===== config.mk =====
export PLATFORM = sky130hd
export DESIGN_NAME = hit_buffer_flat
export DESIGN_NICKNAME = d
export VERILOG_FILES = /design/src/rtl/hit_buffer_if.sv /design/src/rtl/hit_buffer.sv /design/src/flat_wrapper.sv
export SDC_FILE = /design/constraint.sdc
export NUM_CORES = 2
export LEC_CHECK = 0
export CAP_MARGIN = 20
export CORE_MARGIN = 10
export CORE_UTILIZATION = 45
export CTS_CLUSTER_DIAMETER = 50
export DETAILED_ROUTE_END_ITERATION = 10
export HOLD_SLACK_MARGIN = 0.15
export PLACE_DENSITY = 0.7
export SYNTH_ARGS = -nofsm -noshare
export SYNTH_HDL_FRONTEND = slang
export SYNTH_SLANG_ARGS = --single-unit

===== constraint.sdc =====
create_clock -name clk -period 26.2 [get_ports clk]
set_clock_uncertainty 0.05 [all_clocks]
set_input_delay 2.62 -clock clk [delete_from_list [all_inputs] [get_ports clk]]
set_output_delay 2.62 -clock clk [all_outputs]
set_load 0.05 [all_outputs]

===== src/rtl/hit_buffer_if.sv =====
// hit_buffer_if: R18 input bundle, serialized hit stream and status for hit_buffer.
// The slave modport is the buffer itself; the master modport is the rasterizer /
// downstream environment that drives bundles and accepts hits.
interface hit_buffer_if #(
    parameter int SIGFIG  = 24,
    parameter int AXIS    = 3,
    parameter int COLORS  = 3,
    parameter int SAMPLES = 2,
    parameter int DEPTH   = 16
);
    localparam int LANE_W = (SAMPLES > 1) ? $clog2(SAMPLES) : 1;
    localparam int OCC_W  = $clog2(DEPTH) + 1;

    logic signed [SIGFIG-1:0] hit_R18S   [SAMPLES][AXIS];
    logic        [SIGFIG-1:0] color_R18U [COLORS];
    logic        [SAMPLES-1:0] hit_valid_R18H;

    logic signed [SIGFIG-1:0] zhit_S     [AXIS];
    logic        [SIGFIG-1:0] zcolor_U   [COLORS];
    logic        [LANE_W-1:0] zlane_U;
    logic                     zvalid_H;
    logic                     zready_H;

    logic                     halt_RnnnnL;
    logic        [OCC_W-1:0]  occupancy_U;
    logic                     overflow_err_H;

    modport master (
        output hit_R18S, color_R18U, hit_valid_R18H, zready_H,
        input  zhit_S, zcolor_U, zlane_U, zvalid_H,
        input  halt_RnnnnL, occupancy_U, overflow_err_H
    );

    modport slave (
        input  hit_R18S, color_R18U, hit_valid_R18H, zready_H,
        output zhit_S, zcolor_U, zlane_U, zvalid_H,
        output halt_RnnnnL, occupancy_U, overflow_err_H
    );
endinterface


===== src/rtl/hit_buffer.sv =====
// hit_buffer: elastic FIFO of R18 sample-test bundles. Every bundle with at least
// one valid lane is stored whole; the head bundle is then drained one valid lane
// per cycle (ascending lane order) onto a ready/valid stream. A registered,
// active-low halt throttles the rasterizer early enough that SLACK in-flight
// bundles still fit; anything beyond that is dropped and flagged sticky.
module hit_buffer #(
    parameter int SIGFIG  = 24,
    parameter int RADIX   = 10,
    parameter int AXIS    = 3,
    parameter int COLORS  = 3,
    parameter int SAMPLES = 2,
    parameter int DEPTH   = 16,
    parameter int SLACK   = 8
) (
    input  logic          clk,
    input  logic          rst,
    hit_buffer_if.slave   bus
);
    localparam int LANE_W = (SAMPLES > 1) ? $clog2(SAMPLES) : 1;
    localparam int PTR_W  = $clog2(DEPTH);
    localparam int OCC_W  = PTR_W + 1;
    localparam logic [OCC_W-1:0] FULL_LEVEL = OCC_W'(DEPTH);
    localparam logic [OCC_W-1:0] HALT_LEVEL = OCC_W'(DEPTH - SLACK);

    // Parameter sanity: fraction bits must fit in the word, and the pointer
    // arithmetic relies on DEPTH being a power of two.
    if (RADIX >= SIGFIG || DEPTH < 4 || (DEPTH & (DEPTH - 1)) != 0 ||
        SLACK < 1 || SLACK >= DEPTH) begin : g_bad_params
        $error("hit_buffer: illegal parameter combination");
    end

    logic signed [SIGFIG-1:0]  hit_mem   [DEPTH][SAMPLES][AXIS];
    logic        [SIGFIG-1:0]  color_mem [DEPTH][COLORS];
    logic        [SAMPLES-1:0] mask_mem  [DEPTH];

    logic [PTR_W-1:0]   wr_ptr;
    logic [PTR_W-1:0]   rd_ptr;
    logic [OCC_W-1:0]   occupancy;
    logic [OCC_W-1:0]   occupancy_next;
    logic [SAMPLES-1:0] done;
    logic               halt_q;
    logic               overflow_q;

    logic [SAMPLES-1:0] remaining;
    logic [SAMPLES-1:0] lane_onehot;
    logic [LANE_W-1:0]  cur_lane;
    logic               lane_found;
    logic               push;
    logic               full;
    logic               xfer;
    logic               pop;
    logic               push_acc;

    assign push      = |bus.hit_valid_R18H;
    assign full      = (occupancy == FULL_LEVEL);
    assign remaining = mask_mem[rd_ptr] & ~done;
    assign xfer      = bus.zvalid_H & bus.zready_H;
    assign pop       = xfer & ((remaining & ~lane_onehot) == '0);
    assign push_acc  = push & (~full | pop);
    assign occupancy_next = occupancy + OCC_W'(push_acc) - OCC_W'(pop);

    // Pick the lowest-index lane of the head bundle not yet sent downstream.
    always_comb begin
        cur_lane    = '0;
        lane_onehot = '0;
        lane_found  = 1'b0;
        for (int s = 0; s < SAMPLES; s++) begin
            if (remaining[s] && !lane_found) begin
                lane_found     = 1'b1;
                cur_lane       = LANE_W'(s);
                lane_onehot[s] = 1'b1;
            end
        end
    end

    // Present the head bundle's current lane; data is don't-care when empty.
    always_comb begin
        for (int a = 0; a < AXIS; a++) begin
            bus.zhit_S[a] = hit_mem[rd_ptr][cur_lane][a];
        end
        for (int c = 0; c < COLORS; c++) begin
            bus.zcolor_U[c] = color_mem[rd_ptr][c];
        end
    end

    assign bus.zlane_U        = cur_lane;
    assign bus.zvalid_H       = (occupancy != '0);
    assign bus.occupancy_U    = occupancy;
    assign bus.halt_RnnnnL    = halt_q;
    assign bus.overflow_err_H = overflow_q;

    // Bundle storage: whole bundle (all lanes, mask, colour) written at the tail.
    always_ff @(posedge clk) begin
        if (push_acc && !rst) begin
            mask_mem[wr_ptr] <= bus.hit_valid_R18H;
            for (int s = 0; s < SAMPLES; s++) begin
                for (int a = 0; a < AXIS; a++) begin
                    hit_mem[wr_ptr][s][a] <= bus.hit_R18S[s][a];
                end
            end
            for (int c = 0; c < COLORS; c++) begin
                color_mem[wr_ptr][c] <= bus.color_R18U[c];
            end
        end
    end

    // Pointers, occupancy, per-head lane progress, halt and sticky overflow.
    always_ff @(posedge clk) begin
        if (rst) begin
            wr_ptr     <= '0;
            rd_ptr     <= '0;
            occupancy  <= '0;
            done       <= '0;
            halt_q     <= 1'b1;
            overflow_q <= 1'b0;
        end else begin
            if (push_acc) begin
                wr_ptr <= wr_ptr + 1'b1;
            end
            if (pop) begin
                rd_ptr <= rd_ptr + 1'b1;
                done   <= '0;
            end else if (xfer) begin
                done   <= done | lane_onehot;
            end
            occupancy  <= occupancy_next;
            halt_q     <= (occupancy_next < HALT_LEVEL);
            overflow_q <= overflow_q | (push & full & ~pop);
        end
    end
endmodule


===== src/flat_wrapper.sv =====
// flat-port wrapper written by rule: the top's interface ports become plain ports
module hit_buffer_flat 
#(
    parameter int SIGFIG  = 24,
    parameter int RADIX   = 10,
    parameter int AXIS    = 3,
    parameter int COLORS  = 3,
    parameter int SAMPLES = 2,
    parameter int DEPTH   = 16,
    parameter int SLACK   = 8
)
  (clk, rst, bus_hit_R18S, bus_color_R18U, bus_hit_valid_R18H, bus_zready_H, bus_zhit_S, bus_zcolor_U, bus_zlane_U, bus_zvalid_H, bus_halt_RnnnnL, bus_occupancy_U, bus_overflow_err_H);
  hit_buffer_if #(.SIGFIG(SIGFIG), .AXIS(AXIS), .COLORS(COLORS), .SAMPLES(SAMPLES), .DEPTH(DEPTH)) bus_i ();
  input  logic clk;
  input  logic rst;
  input wire logic [$bits(bus_i.hit_R18S)-1:0] bus_hit_R18S;
  input wire logic [$bits(bus_i.color_R18U)-1:0] bus_color_R18U;
  input wire logic [$bits(bus_i.hit_valid_R18H)-1:0] bus_hit_valid_R18H;
  input wire logic [$bits(bus_i.zready_H)-1:0] bus_zready_H;
  output wire logic [$bits(bus_i.zhit_S)-1:0] bus_zhit_S;
  output wire logic [$bits(bus_i.zcolor_U)-1:0] bus_zcolor_U;
  output wire logic [$bits(bus_i.zlane_U)-1:0] bus_zlane_U;
  output wire logic [$bits(bus_i.zvalid_H)-1:0] bus_zvalid_H;
  output wire logic [$bits(bus_i.halt_RnnnnL)-1:0] bus_halt_RnnnnL;
  output wire logic [$bits(bus_i.occupancy_U)-1:0] bus_occupancy_U;
  output wire logic [$bits(bus_i.overflow_err_H)-1:0] bus_overflow_err_H;
  assign bus_i.hit_R18S = {>>{bus_hit_R18S}};
  assign bus_i.color_R18U = {>>{bus_color_R18U}};
  assign bus_i.hit_valid_R18H = bus_hit_valid_R18H;
  assign bus_i.zready_H = bus_zready_H;
  assign bus_zhit_S = {>>{bus_i.zhit_S}};
  assign bus_zcolor_U = {>>{bus_i.zcolor_U}};
  assign bus_zlane_U = bus_i.zlane_U;
  assign bus_zvalid_H = bus_i.zvalid_H;
  assign bus_halt_RnnnnL = bus_i.halt_RnnnnL;
  assign bus_occupancy_U = bus_i.occupancy_U;
  assign bus_overflow_err_H = bus_i.overflow_err_H;
  hit_buffer #(.SIGFIG(SIGFIG), .RADIX(RADIX), .AXIS(AXIS), .COLORS(COLORS), .SAMPLES(SAMPLES), .DEPTH(DEPTH), .SLACK(SLACK)) u_core (.clk(clk), .rst(rst), .bus(bus_i));
endmodule

==> metrics.txt <==
status completed; Synth cell types 50; final instance area 0.154 mm2; GRT Overall Usage 18.8%; fin. max-slew vios 0; num ports 374; Hold Path Class register to register; sequential fraction of the synthesis area 78.5%; Detailed Routing Iterations Pass 1 7; share of the synthesized area in the top cell type 78.2%; Slowest cell on crit path dfxtp_4; Int Power 10.7 mW; largest net degree at the start of global routing 149; Synth Instances 5281; # nets final 6120; Final setup viols 0; crit path time final 10.01 ns; # Max-Cap Violations 0; initial antenna violation count 84; worst-margin pin slew 1.13 ns; Post-synth EDFFs 3488; CP startpoint kind register; R2R cell count 10; power share of the clock group 35.1%; RSZ-0062 raised after global routing false; Num CTS Buffers 379; main flop type after synthesis edfxtp_1; Post-Synth Adder-Cell Area 0.118%; die footprint 0.320 mm2; placer congestion estimate 0.744; hold path depth 2; Comb pwr share 20.7%; Psw 3.90 mW; first-pass GRT wire length 443000 um; CTS tree done; asr flop ratio synth 0%; max incr delay on CP 0.84 ns; Mean Syn Cell Area 25.4 um2; Initial Util 45.2%; hold path startpoint u_core.rd_ptr[3]$_SDFFE_PP0N_; Initial DRC Count 6526; arrival time worst endpoint 7.34 ns; YS warnings 0; Max Buffers Root-to-Sink 4; Die Ht 566 um; top post-synthesis cells by area edfxtp_1 78%, mux4_2 17%, mux2_2 2.5%; DR WL/cell 30.1 um; CTS Hold Buffers Added 0; total cell area at the placement stage 0.142 mm2; crit-path max FO 48; number of remaining DRC errors 0; area delta synth->final 15.2%; Via Count 59800; Setup CP Type register to output port; Post-Synth Simple-Gate Area 0.348%; crit end category output port; drt total wl 306000 um; # port buffers 373; Yosys top cell by area edfxtp_1; # Post-CTS Setup Buffers 0; post-synthesis compound-gate area fraction 0.351%; Die W 566 um; required time of the critical path 23.53 ns; row cnt 200; total clock sinks 3509; CP Cell Sequence buf_4 > mux2_2 > a22o_1 > or2_1 > a221oi_4 > buf_4 > buf_4 > buf_4 > mux4_2 > clkdlybuf4s50_1; share of cells above drive strength 1 31.9%; Worst-Skew Late Latency 0.91 ns; largest family of logic cells by synthesized area multiplexers; Slew headroom 24.7%; pwr/cell area 94.5 mW/mm2; setup TNS 0 ns; Post-DRT Antenna Nets 0; Vias per Instance 5.89; CTS resizes 0; hpwl dp 158000 um; R2R Setup Slk 19.74 ns; post-synthesis mux area share 19.4%; final hold violation count 0; vias in the first global route 62600; Period Utilization, post-route 38.2%; clock root buffer clkbuf_16; total core area 0.297 mm2; f_max 99.9 MHz; number of H-tree levels 5; global route overflow 0; Mapped Area 0.134 mm2; Reg power frac 44.2%; Critical Path Most Common Cell buf_4; Post-Syn Nets 5514; worst vdd ir 0.0890 mV; Layout fillers 22200; Worst-path clk slew 0.05 ns; switching share of power 26.7%; XOR/XNOR Fraction of Synth Area 0.0196%; RR Endpoint u_core.hit_mem[8][122]$_DFFE_PP_; Lkg Pwr 46.6 nW; Yosys reg bits 3509
-- synthesized netlist by cell type (2+ instances only) --
cell	number
dfxtp_1	21
buf_4	9
a22o_1	4
a21oi_1	25
o31ai_1	2
xor2_1	2
o21ai_0	5
mux4_2	992
a22oi_1	4
nor3_1	18
nor2_1	19
nand3_1	7
nand2_1	14
nor2b_1	22
buf_2	39
a211oi_1	18
buf_1	20
edfxtp_1	3488
or4_1	2
and2_1	2
ha_1	11
mux2_2	293
buf_12	5
mux2i_1	29
clkbuf_1	131
or3_1	2
inv_1	12
buf_6	63
-- sequential cells by signal, summed over array words and instances, names as in the netlist, named ones only --
register and count:
u_core.color_mem 1152, u_core.bus.halt_RnnnnL 1, u_core.done 2, u_core.bus.overflow_err_H 1, u_core.wr_ptr 4, u_core.rd_ptr 4, u_core.hit_mem 2304, u_core.bus.occupancy_U 5
u_core.mask_mem 32
-- metrics by stage --
stage               utilization [%]  setup slack (ns)  hold slack [ns]  std cells  power [mW]
CTS                            52.0             15.91            0.427      10100        14.8
detailed placement             47.9             16.92            0.419       9444        9.63
global placement               47.9             16.95            0.410       9444        9.59
floorplan                         -              6.97            0.403       5281        8.88
finish                         52.0             16.19            0.426      10200        14.6
global route                   52.0             15.58            0.486      10100        15.1
-- worst max-delay path by stage --
stage,startpoint,endpoint,slack [ns],cells past startpoint
2_1_floorplan,rst,u_core.color_mem[1][0]$_DFFE_PP_,6.97,4
3_3_place_gp,register,bus_zhit_S[53],16.95,10
4_1_cts,register,bus_zhit_S[54],15.91,8
6_report,register,bus_zhit_S[53],16.19,10
3_5_place_dp,register,bus_zhit_S[58],16.92,10
5_1_grt,register,bus_zhit_S[52],15.58,8
-- power groups by stage --
stage               Clock, mW  Sequential [mW]  Combinational [mW]
finish                   5.13             6.45                3.02
global route             5.45             6.46                3.21
CTS                      5.22             6.45                3.08
detailed placement          0             6.57                3.06
global placement            0             6.55                3.04
floorplan                   0             6.65                2.23
-- kinds of logic after synthesis --
| kind of cell | after synthesis |
|---|---|
| compound gates | 69 |
| simple gates | 92 |
| xor+xnor | 3 |
| mux | 1315 |
| fa+ha+maj | 12 |
| flops | 3509 |
| buf+inv | 281 |
-- per-layer routing --
layer | GRT usage, % | wire length [um] | vias to the layer above | part of all wire [%]
met5 | 0 | 448 | - | 0.15
met4 | 4.62 | 7260 | 70 | 2.4
met3 | 4.49 | 25600 | 591 | 8.4
met2 | 31.1 | 152000 | 2410 | 50
met1 | 25.4 | 120000 | 32500 | 39
li1 | - | - | 24300 | -
-- cells in the final DEF, fill, tap and decap left out, types with 17 or more instances in the layout --
master and n:
mux4_2 992, a21oi_1 25, clkinv_1 75, clkbuf_1 75, dfxtp_1 17, clkinvlp_4 18
edfxtp_1 3488, mux2_2 293, nor2_1 19, a211oi_1 18, mux2i_1 29, bufinv_16 22
clkdlybuf4s50_1 373, diode_2 17, clkinv_2 61, nor2b_1 22, buf_4 103, clkbuf_16 386
-- area by class of cell --
class	instances	area, um2	share of cell area [%]
sequential	3509	105000	68.2
multi-input combinational	1491	27200	17.6
clock buffer	463	9970	6.46
tap	3939	4930	3.19
timing repair buffer	493	4850	3.15
clock inverter	232	2130	1.38
inverter	13	56.3	0.0365
antenna	17	42.5	0.0276
-- critical path, delay by kind of cell, from the launching register on --
family / cells / cell delay (ns)
AOI/OAI and AO/OA: 2 / 0.51
buffers and inverters: 5 / 3.53
and+or+nand+nor: 1 / 0.25
muxes: 2 / 1.10
DFF: 1 / 0.84
No activity file was read; power rests on OpenSTA's default activity.
